[src/rtl/uart_prog_loader_pkg.sv]
// rtl/uart_prog_loader_pkg.sv - shared state encodings and widths for the UART program loader
package uart_prog_loader_pkg;

    localparam int ADR_W  = 15;
    localparam int WIDX_W = 14;

    localparam logic SEG_INST = 1'b0;
    localparam logic SEG_DATA = 1'b1;

    typedef enum logic [2:0] {
        ST_IDLE    = 3'd0,
        ST_HDR_LO  = 3'd1,
        ST_HDR_HI  = 3'd2,
        ST_PAYLOAD = 3'd3,
        ST_CHK     = 3'd4,
        ST_DONE    = 3'd5,
        ST_ERR     = 3'd6
    } upg_state_e;

endpackage

[src/rtl/uart_prog_loader_timeout_ctr.sv]
// rtl/uart_prog_loader_timeout_ctr.sv - inter-byte idle timeout counter
// Ports:
//   clk, rst_n  clock, asynchronous active-low reset
//   clear_i     restart the count (byte received, restart, or not busy)
//   enable_i    count while the loader is mid-frame
//   expired_o   count has reached TIMEOUT_CYC-1 and is not being cleared
module upg_timeout_ctr #(
    parameter int TIMEOUT_CYC = 1000000
) (
    input  logic clk,
    input  logic rst_n,
    input  logic clear_i,
    input  logic enable_i,
    output logic expired_o
);

    localparam int CW = $clog2(TIMEOUT_CYC + 1);

    logic [CW-1:0] cnt_q;
    logic [CW-1:0] cnt_d;

    always_comb begin
        cnt_d = cnt_q;
        if (clear_i || !enable_i) begin
            cnt_d = '0;
        end else if (cnt_q != CW'(TIMEOUT_CYC - 1)) begin
            cnt_d = cnt_q + CW'(1);
        end
    end

    always_ff @(posedge clk or negedge rst_n) begin
        if (!rst_n) begin
            cnt_q <= '0;
        end else begin
            cnt_q <= cnt_d;
        end
    end

    // A byte arriving on the expiry cycle wins over the timeout.
    assign expired_o = enable_i && !clear_i && (cnt_q == CW'(TIMEOUT_CYC - 1));

endmodule

[src/rtl/uart_prog_loader.sv]
// rtl/uart_prog_loader.sv - UART byte stream to instruction/data RAM word writes
// Optional feature macro: UPG_CHECKSUM_EN (per-segment XOR checksum byte).
// Ports:
//   clk, rst_n   clock, asynchronous active-low reset
//   start_i      pulse: enter programming at segment 0 (restarts if busy)
//   rx_valid_i   strobe: rx_data_i holds a received byte
//   rx_data_i    received byte
//   upg_wen_o    1-cycle RAM write strobe
//   upg_adr_o    {segment, word index}
//   upg_dat_o    assembled little-endian word
//   upg_done_o   both segments written; held until next start
//   upg_err_o    bad count, timeout or checksum failure
//   busy_o       a frame is in progress
module uart_prog_loader
    import uart_prog_loader_pkg::*;
#(
    parameter int MAX_WORDS   = 16384,
    parameter int TIMEOUT_CYC = 1000000
) (
    input  logic             clk,
    input  logic             rst_n,
    input  logic             start_i,
    input  logic             rx_valid_i,
    input  logic [7:0]       rx_data_i,
    output logic             upg_wen_o,
    output logic [ADR_W-1:0] upg_adr_o,
    output logic [31:0]      upg_dat_o,
    output logic             upg_done_o,
    output logic             upg_err_o,
    output logic             busy_o
);

    localparam logic [16:0] MAX_N = 17'(MAX_WORDS);

    upg_state_e        state_q, state_d;
    upg_state_e        seg_end_st, pay_end_st;
    logic              seg_q;
    logic [15:0]       n_q;
    logic [23:0]       word_q;
    logic [1:0]        byte_idx_q;
    logic [WIDX_W-1:0] word_idx_q;
    logic              wen_q;
    logic [ADR_W-1:0]  adr_q;
    logic [31:0]       dat_q;
    logic              done_q;
    logic              tmo_expired;
    logic              rx_ok;
    logic              last_byte;
    logic              last_word;
    logic [15:0]       hdr_n;
`ifdef UPG_CHECKSUM_EN
    logic [7:0]        chk_q;
`endif

    // A byte coinciding with start_i belongs to the aborted frame and is dropped.
    assign rx_ok     = rx_valid_i && !start_i && busy_o;
    assign last_byte = (byte_idx_q == 2'd3);
    assign last_word = ({2'b00, word_idx_q} == (n_q - 16'd1));
    assign hdr_n     = {rx_data_i, n_q[7:0]};

    upg_timeout_ctr #(
        .TIMEOUT_CYC (TIMEOUT_CYC)
    ) u_timeout (
        .clk       (clk),
        .rst_n     (rst_n),
        .clear_i   (rx_valid_i || start_i),
        .enable_i  (busy_o),
        .expired_o (tmo_expired)
    );

    always_ff @(posedge clk or negedge rst_n) begin
        if (!rst_n) begin
            state_q <= ST_IDLE;
        end else begin
            state_q <= state_d;
        end
    end

    always_comb begin
        seg_end_st = seg_q ? ST_DONE : ST_HDR_LO;
`ifdef UPG_CHECKSUM_EN
        pay_end_st = ST_CHK;
`else
        pay_end_st = seg_end_st;
`endif
        state_d = state_q;
        if (start_i) begin
            state_d = ST_HDR_LO;
        end else if (rx_ok) begin
            case (state_q)
                ST_HDR_LO: state_d = ST_HDR_HI;
                ST_HDR_HI: begin
                    if (hdr_n == 16'd0) begin
                        state_d = pay_end_st;
                    end else if ({1'b0, hdr_n} > MAX_N) begin
                        state_d = ST_ERR;
                    end else begin
                        state_d = ST_PAYLOAD;
                    end
                end
                ST_PAYLOAD: begin
                    if (last_byte && last_word) begin
                        state_d = pay_end_st;
                    end
                end
`ifdef UPG_CHECKSUM_EN
                ST_CHK: state_d = (rx_data_i == chk_q) ? seg_end_st : ST_ERR;
`endif
                default: state_d = state_q;
            endcase
        end else if (tmo_expired) begin
            state_d = ST_ERR;
        end
    end

    always_comb begin
        busy_o    = !((state_q == ST_IDLE) || (state_q == ST_DONE) || (state_q == ST_ERR));
        upg_err_o = (state_q == ST_ERR);
    end

    always_ff @(posedge clk or negedge rst_n) begin
        if (!rst_n) begin
            seg_q      <= SEG_INST;
            n_q        <= '0;
            word_q     <= '0;
            byte_idx_q <= '0;
            word_idx_q <= '0;
            wen_q      <= 1'b0;
            adr_q      <= '0;
            dat_q      <= '0;
            done_q     <= 1'b0;
`ifdef UPG_CHECKSUM_EN
            chk_q      <= '0;
`endif
        end else begin
            wen_q <= 1'b0;
            if (start_i) begin
                seg_q      <= SEG_INST;
                n_q        <= '0;
                byte_idx_q <= '0;
                word_idx_q <= '0;
                done_q     <= 1'b0;
`ifdef UPG_CHECKSUM_EN
                chk_q      <= '0;
`endif
            end else begin
                // Registered from the state so done trails the final strobe by a cycle.
                done_q <= (state_q == ST_DONE);
                if (rx_ok) begin
`ifdef UPG_CHECKSUM_EN
                    chk_q <= chk_q ^ rx_data_i;
`endif
                    case (state_q)
                        ST_HDR_LO: n_q[7:0] <= rx_data_i;
                        ST_HDR_HI: begin
                            n_q[15:8]  <= rx_data_i;
                            word_idx_q <= '0;
                            byte_idx_q <= '0;
                        end
                        ST_PAYLOAD: begin
                            byte_idx_q <= byte_idx_q + 2'd1;
                            case (byte_idx_q)
                                2'd0: word_q[7:0]   <= rx_data_i;
                                2'd1: word_q[15:8]  <= rx_data_i;
                                2'd2: word_q[23:16] <= rx_data_i;
                                default: begin
                                    wen_q      <= 1'b1;
                                    adr_q      <= {seg_q, word_idx_q};
                                    dat_q      <= {rx_data_i, word_q};
                                    word_idx_q <= word_idx_q + WIDX_W'(1);
                                end
                            endcase
                        end
                        default: ;
                    endcase
                end
                // The only non-start entry into HDR_LO is the end of segment 0.
                if ((state_q != ST_HDR_LO) && (state_d == ST_HDR_LO)) begin
                    seg_q <= SEG_DATA;
`ifdef UPG_CHECKSUM_EN
                    chk_q <= '0;
`endif
                end
            end
        end
    end

    assign upg_wen_o  = wen_q;
    assign upg_adr_o  = adr_q;
    assign upg_dat_o  = dat_q;
    assign upg_done_o = done_q;

endmodule
[config.mk]
export PLATFORM = sky130hd
export DESIGN_NAME = uart_prog_loader
export DESIGN_NICKNAME = d
export VERILOG_FILES = /design/src/rtl/uart_prog_loader_pkg.sv /design/src/rtl/uart_prog_loader_timeout_ctr.sv /design/src/rtl/uart_prog_loader.sv
export SDC_FILE = /design/constraint.sdc
export NUM_CORES = 1
export LEC_CHECK = 0
export CAP_MARGIN = 15
export CORE_AREA = 2 2 121 123
export DETAILED_ROUTE_END_ITERATION = 10
export DIE_AREA = 0 0 123 125
export HOLD_SLACK_MARGIN = 0.1
export PLACE_DENSITY_LB_ADDON = 0.3
export RECOVER_POWER = 100
export SYNTH_ARGS = -nofsm -noshare
export SYNTH_HDL_FRONTEND = slang
export SYNTH_HIERARCHICAL = 1
export SYNTH_SLANG_ARGS = --single-unit
[constraint.sdc]
create_clock -name clk -period 3.05 [get_ports clk]
set_input_delay 0.61 -clock clk [delete_from_list [all_inputs] [get_ports clk]]
set_output_delay 0.61 -clock clk [all_outputs]
set_load 0.03 [all_outputs]
==> results of run 1 <==
flip-flops by register name, indices dropped and copies added (netlist names):
signal and flops:
upg_adr_o 15, byte_idx_q 2, upg_done_o 1, u_timeout/cnt_q 20, word_idx_q 14, upg_dat_o 32, seg_q 1, n_q 16
state_q 3, word_q 24, upg_wen_o 1
per-layer routing:
metal | vias to the layer above | track usage (%) | share of wire (%) | routed length, um
li1 | 2148 | - | - | -
met1 | 2168 | 26.11 | 48 | 6382
met2 | 112 | 28.14 | 46 | 6165
met3 | 12 | 4.745 | 5.4 | 718
met4 | 0 | 6.350 | 1.1 | 152
met5 | - | 0 | 0 | 0
through the flow:
step | instance area, sq um | setup WS (ns) | power (W)
3_3_place_gp | 7064 | 0.2183 | 0.002236
3_5_place_dp | 7064 | 0.1663 | 0.002252
4_1_cts | 7681 | 0.1585 | 0.004368
5_1_grt | 7646 | 0.01278 | 0.004485
6_report | 7646 | 0.1704 | 0.004311
2_1_floorplan | 6162 | 0.1680 | 0.002108
layout make-up:
cell class	count	area, sq um
fillers	1254	6558
flip-flops and latches	129	3228
multi-input cells	378	2760
repair buffers	85	758.2
clock buffers	18	439.2
well taps	184	230.2
clock inverters	14	177.7
inverters	14	52.55
power breakdown:
group | switching [W] | leakage (nW) | internal [W]
Sequential | 0.0000594 | 1.77 | 0.00179
Clock | 0.000779 | 0.302 | 0.00132
Combinational | 0.000202 | 1.53 | 0.000157
Total | 0.00104 | 3.60 | 0.00327
kinds of logic after synthesis:
logic type | Yosys count
AO/OA/AOI/OAI | 85
AND/OR/NAND/NOR | 186
buffers and inverters | 39
adder cells (fa/ha/maj) | 7
multiplexers | 72
flip-flops | 129
XOR/XNOR | 28
critical path, delay by kind of cell, from the launching register on:
family / cells / cell delay (ns)
buf+inv: 1 / 0.08
fa+ha+maj: 1 / 0.20
flops: 1 / 0.42
compound gates: 2 / 0.52
simple gates: 5 / 1.55
how the worst max path moves through the flow:
stage	end	slack, ns	cells after the start
after floorplan	seg_q	0.17	12
after global placement	seg_q	0.22	8
after detailed placement	seg_q	0.17	9
after CTS	seg_q	0.16	9
after global routing	seg_q	0.01	9
final	seg_q	0.17	9
timing repair:
| action | CTS | global route |
|---|---|---|
| gates resized for setup | 0 | 1 |
| endpoints found under the hold margin | 0 | 0 |
| setup buffers | 0 | 1 |
| setup endpoints to repair | 0 | 1 |
placed cells by master, fill, tap and decap left out, types with 3 or more instances in the layout:
cell type and instances:
a21oi_1 21, a22o_1 9, a31oi_1 3, and3_1 5
buf_4 14, bufinv_16 3, clkbuf_1 6, clkbuf_16 17
clkbuf_2 4, clkdlybuf4s50_1 8, clkinv_4 3, dfrtp_1 129
dlygate4sd3_1 53, ha_1 7, inv_1 14, inv_6 5
mux2_2 69, nand2_1 37, nand2b_1 12, nand3_1 14
nand3b_1 3, nand4_1 13, nor2_1 31, nor2b_1 6
nor3_1 17, nor4_1 5, o21ai_0 25, o22ai_1 3
o31ai_1 4, or3_1 8, or4_1 11, xnor2_1 15
xor2_1 13
==> results.cfg, run 1 <==
[synth]
synth_compound_area_share_pct = 9.036
yosys.cell_types.count = 64
synth-simple-area-share_pct = 17.16
ys_seq_area_share_pct = 52.39
yosysTopAreaCell = dfrtp_1
synth_mux_area_share_pct = 13.12
synth_ff_type = dfrtp_1
yosys_warnings = 6
synth_area_leaders = dfrtp_1 (52%), mux2_2 (13%), nand2_1 (2.3%), xnor2_1 (2.1%), o21ai_0 (1.9%)
synth_fa_ha_area_share_pct = 1.421
synth-edff-count = 0
synth_commonest_cells = dfrtp_1 (129), mux2_2 (70), nand2_1 (38), nor2_1 (32), o21ai_0 (24)
async_flop_share_pct = 100.0
synth_seq_cells = 129
synth_area_sq_mm = 0.006162
syn-mean-instance-area_sq_um = 11.29
synth_top_family_by_area = simple AND/OR/NAND/NOR gates
syn_inst = 546
synth-xor-area-share_pct = 3.980
yosysMostFrequentCell = dfrtp_1
syn_nets = 565
yosys.area.top_type_share_pct = 52.39

[place]
io_buffers = 62
gp_congestion = 0.8941
dp_hpwl_mm = 9.410
placed_cells = 789

[cells_and_area]
fin_util_pct = 53.83
nets = 644
instances_no_fill = 822
drive_gt1_share_pct = 21.63
syn2layout_area_growth_pct = 24.08
diodes = 0

[routing]
routed_wl_mm = 13.42
num_vias = 4440
avgRoutedWirePerCell_um = 16.32
route.detailed.drc = 0
dr.pass1.iters = 5
antenna_left = 0
vias_per_cell = 5.401
drt-initial-drc-count = 275

[die]
die_x_um = 123
die_h_um = 125
core_sq_mm = 0.01420
io_pins = 63
std_cell_rows = 44
initial_core_util_pct = 43.38
die_area_sq_mm = 0.01538

[timing]
setup_viol = 0
post-route-period-util_pct = 94.41
min_period_ns = 2.880
hold_violations = 0
max_slew_margin_pct = 13.59
tns_ns = 0
fmax_ghz = 0.3473
worstMarginPinSlew_ns = 1.296
drv_slew = 0
fin_skew_ns = 0.005752
whs_ns = 0.4636
rsz0062_at_grt = false

[clock_network]
clockRootBuffer = clkbuf_16
htree_levels = 4
cts_buffers = 17
clk_pin_slew_ns = 0.06
clk_path_buf_depth = 2
clkSinkCount = 129
postCtsHoldBufs = 0
cts_tree = done
worstSkewPairLatency_ns = 0.42

[grt]
grt_max_degree = 54
grt_pass1_vias = 4282
track_usage_pct = 18.62
grt_pass1_wl_mm = 22.26
grt_overflow_total = 0
antenna_found_initial = 0

[setup_path]
cp-end-kind = flop
cp_slowest_cell = or4b_4
rr_startpoint = n_q[0]
rr_worst_depth = 9
worstSetupPathType = flop to flop
rr_endpoint = seg_q
cp_cell_sequence = inv_1 > ha_1 > or4b_4 > or4b_1 > and3_1 > o31ai_2 > and4_4 > nor4_2 > a2111oi_2
arrival_ns = 3.19
cp_max_fo = 5
start_kind = flop
max_stage_delay_ns = 0.51
cp.required_ns = 3.36
crit_start = n_q[0]
reg2reg_setup_slack_ns = 0.17

[min_path]
hp-class = input port to asynchronous set/reset pin

[pwr]
p_leak_nw = 3.602
ir_drop_mv = 0.3853
power_density_mw_per_mm2 = 563.8

[run]
maxCapViolCount = 0

[run_status]
status = completed
No activity file was read; power rests on OpenSTA's default activity.
==> run 2: changes to the inputs <==
CORE_AREA = 2 2 99 149   (was 2 2 121 123)
DIE_AREA = 0 0 101 151   (was 0 0 123 125)
==> results.cfg, run 2 (same netlist as run 1, synthesis figures left out) <==
[timing]
rsz0062_at_grt = false
max_slew_margin_pct = -43.64
tns_ns = 0
min_period_ns = 2.911
hold_violations = 0
fmax_ghz = 0.3436
post-route-period-util_pct = 95.43
setup_viol = 0
worstMarginPinSlew_ns = 2.155
fin_skew_ns = 0.004108
drv_slew = 40
setup_ws_ns = 0.1395

[die]
io_pins = 63
die_area_sq_mm = 0.01525
std_cell_rows = 53
initial_core_util_pct = 44.25
die_h_um = 151
die_x_um = 101
core_sq_mm = 0.01393

[grt]
track_usage_pct = 19.77
antenna_found_initial = 1
grt_pass1_wl_mm = 23.25
grt_overflow_total = 0
grt_pass1_vias = 4694
grt_max_degree = 53

[clock_network]
htree_levels = 4
clkSinkCount = 129
worstSkewPairLatency_ns = 0.42
postCtsHoldBufs = 0
cts_buffers = 17
clockRootBuffer = clkbuf_16
cts_tree = done
clk_path_buf_depth = 2
clk_pin_slew_ns = 0.06

[cells_and_area]
drive_gt1_share_pct = 21.63
syn2layout_area_growth_pct = 24.10
largest_reg_flops = 32
final_common_cell = dfrtp_1
instances_no_fill = 804
final_cell_mix = dfrtp_1 (129), mux2_2 (70), dlygate4sd3_1 (53)
nets = 644
fill_cells = 1177
final_cell_area_sq_mm = 0.007647

[routing]
dr_wl_met3_um = 487
drt-initial-drc-count = 235
route.detailed.drc = 0
num_vias = 4558
antenna_left = 0
routed.top_layer = met4
routed_wl_mm = 14.03
avgRoutedWirePerCell_um = 17.45
dr.pass1.iters = 4
dr_wl_met2_mm = 7.381
wl_met1_mm = 5.675
vias_per_cell = 5.669

[pwr]
pwr-share-clk_pct = 48.6
p_leak_nw = 3.595
pwr-share-comb_pct = 8.6
power_density_mw_per_mm2 = 567.5
internal_power_w = 0.003307
net-switching-power_w = 0.001033
switching_share_pct = 23.79
finalPower_w = 0.004340
seqPwrFrac_pct = 42.8
ir_drop_mv = 0.3983

[place]
post-place-ws_ns = 0.1435
dp_hpwl_mm = 10.11
placed_cells = 770
io_buffers = 62
gp_congestion = 0.8706
place_area_sq_mm = 0.007041

[setup_path]
start_kind = flop
cp_max_fo = 5
arrival_ns = 3.21
cp.required_ns = 3.35
rr_worst_depth = 9
cp-end-kind = flop
worstSetupPathType = flop to flop

[min_path]
hp-class = flop to flop
min_path_cells = 2

[run_status]
status = finished, violations left
violations = capacitance limit, slew limit

[run]
maxCapViolCount = 1
-- run 2: cell types whose count changed in the layout (fill, tap and decap cells not counted), moves of 2 or more --
cell        change
clkinvlp_4      +3
clkbuf_2        -3
clkbuf_8        +2
inv_6           -4
-- run 2: per-stage QoR --
step	util, %	hold WS [ns]
after floorplan	-	0.3144
after global placement	50.56	0.4685
after detailed placement	50.56	0.4805
after CTS	55.03	0.1774
after global routing	54.91	0.5154
final	54.91	0.4833
-- run 2: cell type report --
class | count | area [sq um] | area share [%]
multi-input cells | 378 | 2760 | 36.09
repair buffers | 85 | 774.5 | 10.13
diodes | 1 | 2.502 | 0.03272
inverters | 14 | 52.55 | 0.6872
clock buffers | 20 | 466.7 | 6.103
flip-flops and latches | 129 | 3228 | 42.21
clock inverters | 12 | 156.4 | 2.045
well taps | 165 | 206.4 | 2.700
-- run 2: worst max-delay path: stages (launching register included) --
cell	delay (ns)
dfrtp_1	0.43
inv_1	0.08
ha_2	0.21
or4b_4	0.50
or4b_1	0.50
and3_1	0.20
o31ai_2	0.22
and4_4	0.28
nor4_2	0.05
a2111oi_2	0.34
-- run 2: worst paths after layout --
check / end / slack, ns / startpoint
min in group asynchronous: upg_dat_o[1] / 0.82 / rst_n
max reg2reg: seg_q / 0.14 / n_q[0]
max: seg_q / 0.14 / n_q[0]
min: upg_adr_o[14] / 0.48 / upg_adr_o[14]
max in group asynchronous: u_timeout/cnt_q[3] / 0.59 / rst_n
min reg2reg: upg_adr_o[14] / 0.48 / upg_adr_o[14]
-- run 2: timing repair --
item / CTS / global route
buffers inserted: 0 / 1
hold endpoints to repair: 0 / 0
resized for setup: 0 / 1
endpoints found under the setup margin: 0 / 1
-- run 2: routing by layer --
metal	vias up	track usage, %
met3	32	4.153
met5	-	0
met2	118	34.63
li1	2145	-
met1	2263	22.97
met4	0	9.189
-- run 2: power groups by stage --
| stage | registers, W | clock network, W | logic (W) |
|---|---|---|---|
| after floorplan | 0.00186 | 0 | 0.000245 |
| after detailed placement | 0.00189 | 0 | 0.000378 |
| after global placement | 0.00188 | 0 | 0.000366 |
| after CTS | 0.00186 | 0.00216 | 0.000381 |
| final | 0.00186 | 0.00211 | 0.000373 |
| after global routing | 0.00187 | 0.00222 | 0.000411 |
==> run 3: changes to the inputs <==
RECOVER_POWER = 25   (was 100)
==> results.cfg, run 3 (same netlist as run 1, synthesis figures left out) <==
[timing]
whs_ns = 0.4885
fmax_ghz = 0.3434
rsz0062_at_grt = false
drv_slew = 40
min_period_ns = 2.912
setup_ws_ns = 0.1376
worstMarginPinSlew_ns = 2.152
tns_ns = 0
post-route-period-util_pct = 95.49
max_slew_margin_pct = -43.48
hold_violations = 0
setup_viol = 0
fin_skew_ns = 0.007189

[routing]
avgRoutedWirePerCell_um = 17.44
antenna_left = 0
vias_per_cell = 5.633
num_vias = 4523
dr.pass1.iters = 4
drt-initial-drc-count = 249
route.detailed.drc = 0
routed_wl_mm = 14.01

[clock_network]
clkSinkCount = 129
clk_pin_slew_ns = 0.06
clockRootBuffer = clkbuf_16
htree_levels = 4
worstSkewPairLatency_ns = 0.41
cts_tree = done
postCtsHoldBufs = 0
clk_path_buf_depth = 2
cts_buffers = 17

[setup_path]
reg2reg_setup_slack_ns = 0.14
cp-end-kind = flop
rr_startpoint = n_q[0]
arrival_ns = 3.21
crit_start = n_q[0]
rr_worst_depth = 9
cp.required_ns = 3.35
cp_max_fo = 5
worstSetupPathType = flop to flop
rr_endpoint = seg_q
start_kind = flop

[grt]
grt_max_degree = 53
grt_pass1_wl_mm = 23.25
track_usage_pct = 19.77
grt_pass1_vias = 4694
antenna_found_initial = 0
grt_overflow_total = 0

[place]
io_buffers = 62
placed_cells = 770
gp_congestion = 0.8706
dp_hpwl_mm = 10.11
post-place-ws_ns = 0.1435
place_area_sq_mm = 0.007041

[min_path]
hp-class = flop to flop
min_path_cells = 2
hold_path.startpoint = upg_adr_o[14]
min_delay_worst_endpoint = upg_adr_o[14]

[run_status]
violations = capacitance limit, slew limit
status = finished, violations left

[die]
die_h_um = 151
die_area_sq_mm = 0.01525
std_cell_rows = 53
initial_core_util_pct = 44.25
io_pins = 63
core_sq_mm = 0.01393
die_x_um = 101

[cells_and_area]
nets = 644
syn2layout_area_growth_pct = 24.47
final_cell_mix = dfrtp_1 (129), mux2_2 (70), clkdlybuf4s50_1 (61)
register_area_sq_mm = 0.003228
final_common_cell = dfrtp_1
multi_input_area_sq_mm = 0.002760
diodes = 0
fill_cells = 1165
largest_reg_flops = 32
final_cell_area_sq_mm = 0.007670
instances_no_fill = 803
drive_gt1_share_pct = 22.57

[run]
maxCapViolCount = 1

[pwr]
p_leak_nw = 3.439
ir_drop_mv = 0.3959
power_density_mw_per_mm2 = 566.1
## run 3: cell count changes in the layout (fill, tap and decap cells not counted), moves of 6 or more
cell,delta
clkdlybuf4s50_1,+53
buf_4,+8
clkbuf_1,-6
dlygate4sd3_1,-53
## run 3: power by group
| group | internal, W | switching [W] | total [W] |
|---|---|---|---|
| clock network | 0.00135 | 0.000756 | 0.00211 |
| registers | 0.00179 | 0.0000632 | 0.00186 |
| logic | 0.000168 | 0.000210 | 0.000378 |
## run 3: layer usage
metal	vias to the layer above	track usage [%]	routed length, um
met2	100	34.63	7409
met3	26	4.153	476
li1	2137	-	-
met1	2260	22.97	5704
met5	-	0	0
met4	0	9.189	414
## run 3: worst max-delay path, stage by stage (launching register included)
cell and delay, ns:
dfrtp_1 0.43, inv_1 0.08, ha_2 0.21, or4b_4 0.50, or4b_1 0.50, and3_1 0.20
o31ai_2 0.22, and4_4 0.28, nor4_2 0.05, a2111oi_2 0.34
## run 3: layout make-up
| type | instances | share of cell area, % |
|---|---|---|
| Multi-Input combinational cell | 378 | 35.99 |
| Sequential cell | 129 | 42.09 |
| Clock inverter | 12 | 2.039 |
| Tap cell | 165 | 2.692 |
| Inverter | 14 | 0.6852 |
| Timing Repair Buffer | 85 | 10.42 |
| Clock buffer | 20 | 6.085 |
## run 3: metrics by stage
| step | utilization (%) | total power (W) |
|---|---|---|
| floorplan | - | 0.002108 |
| global placement | 50.56 | 0.002247 |
| detailed placement | 50.56 | 0.002264 |
| CTS | 55.03 | 0.004396 |
| global route | 55.08 | 0.004505 |
| finish | 55.08 | 0.004342 |
## run 3: timing repair
| item | in CTS | in global routing |
|---|---|---|
| setup buffers | 0 | 1 |
| gates resized for setup | 0 | 1 |
| setup endpoints to repair | 0 | 1 |
## run 3: worst max-delay path by stage
stage | to | slack (ns) | cells after the start
finish | seg_q | 0.14 | 9
global placement | seg_q | 0.22 | 9
CTS | seg_q | 0.11 | 9
floorplan | seg_q | 0.17 | 12
detailed placement | seg_q | 0.14 | 9
global route | seg_q | 0.04 | 9
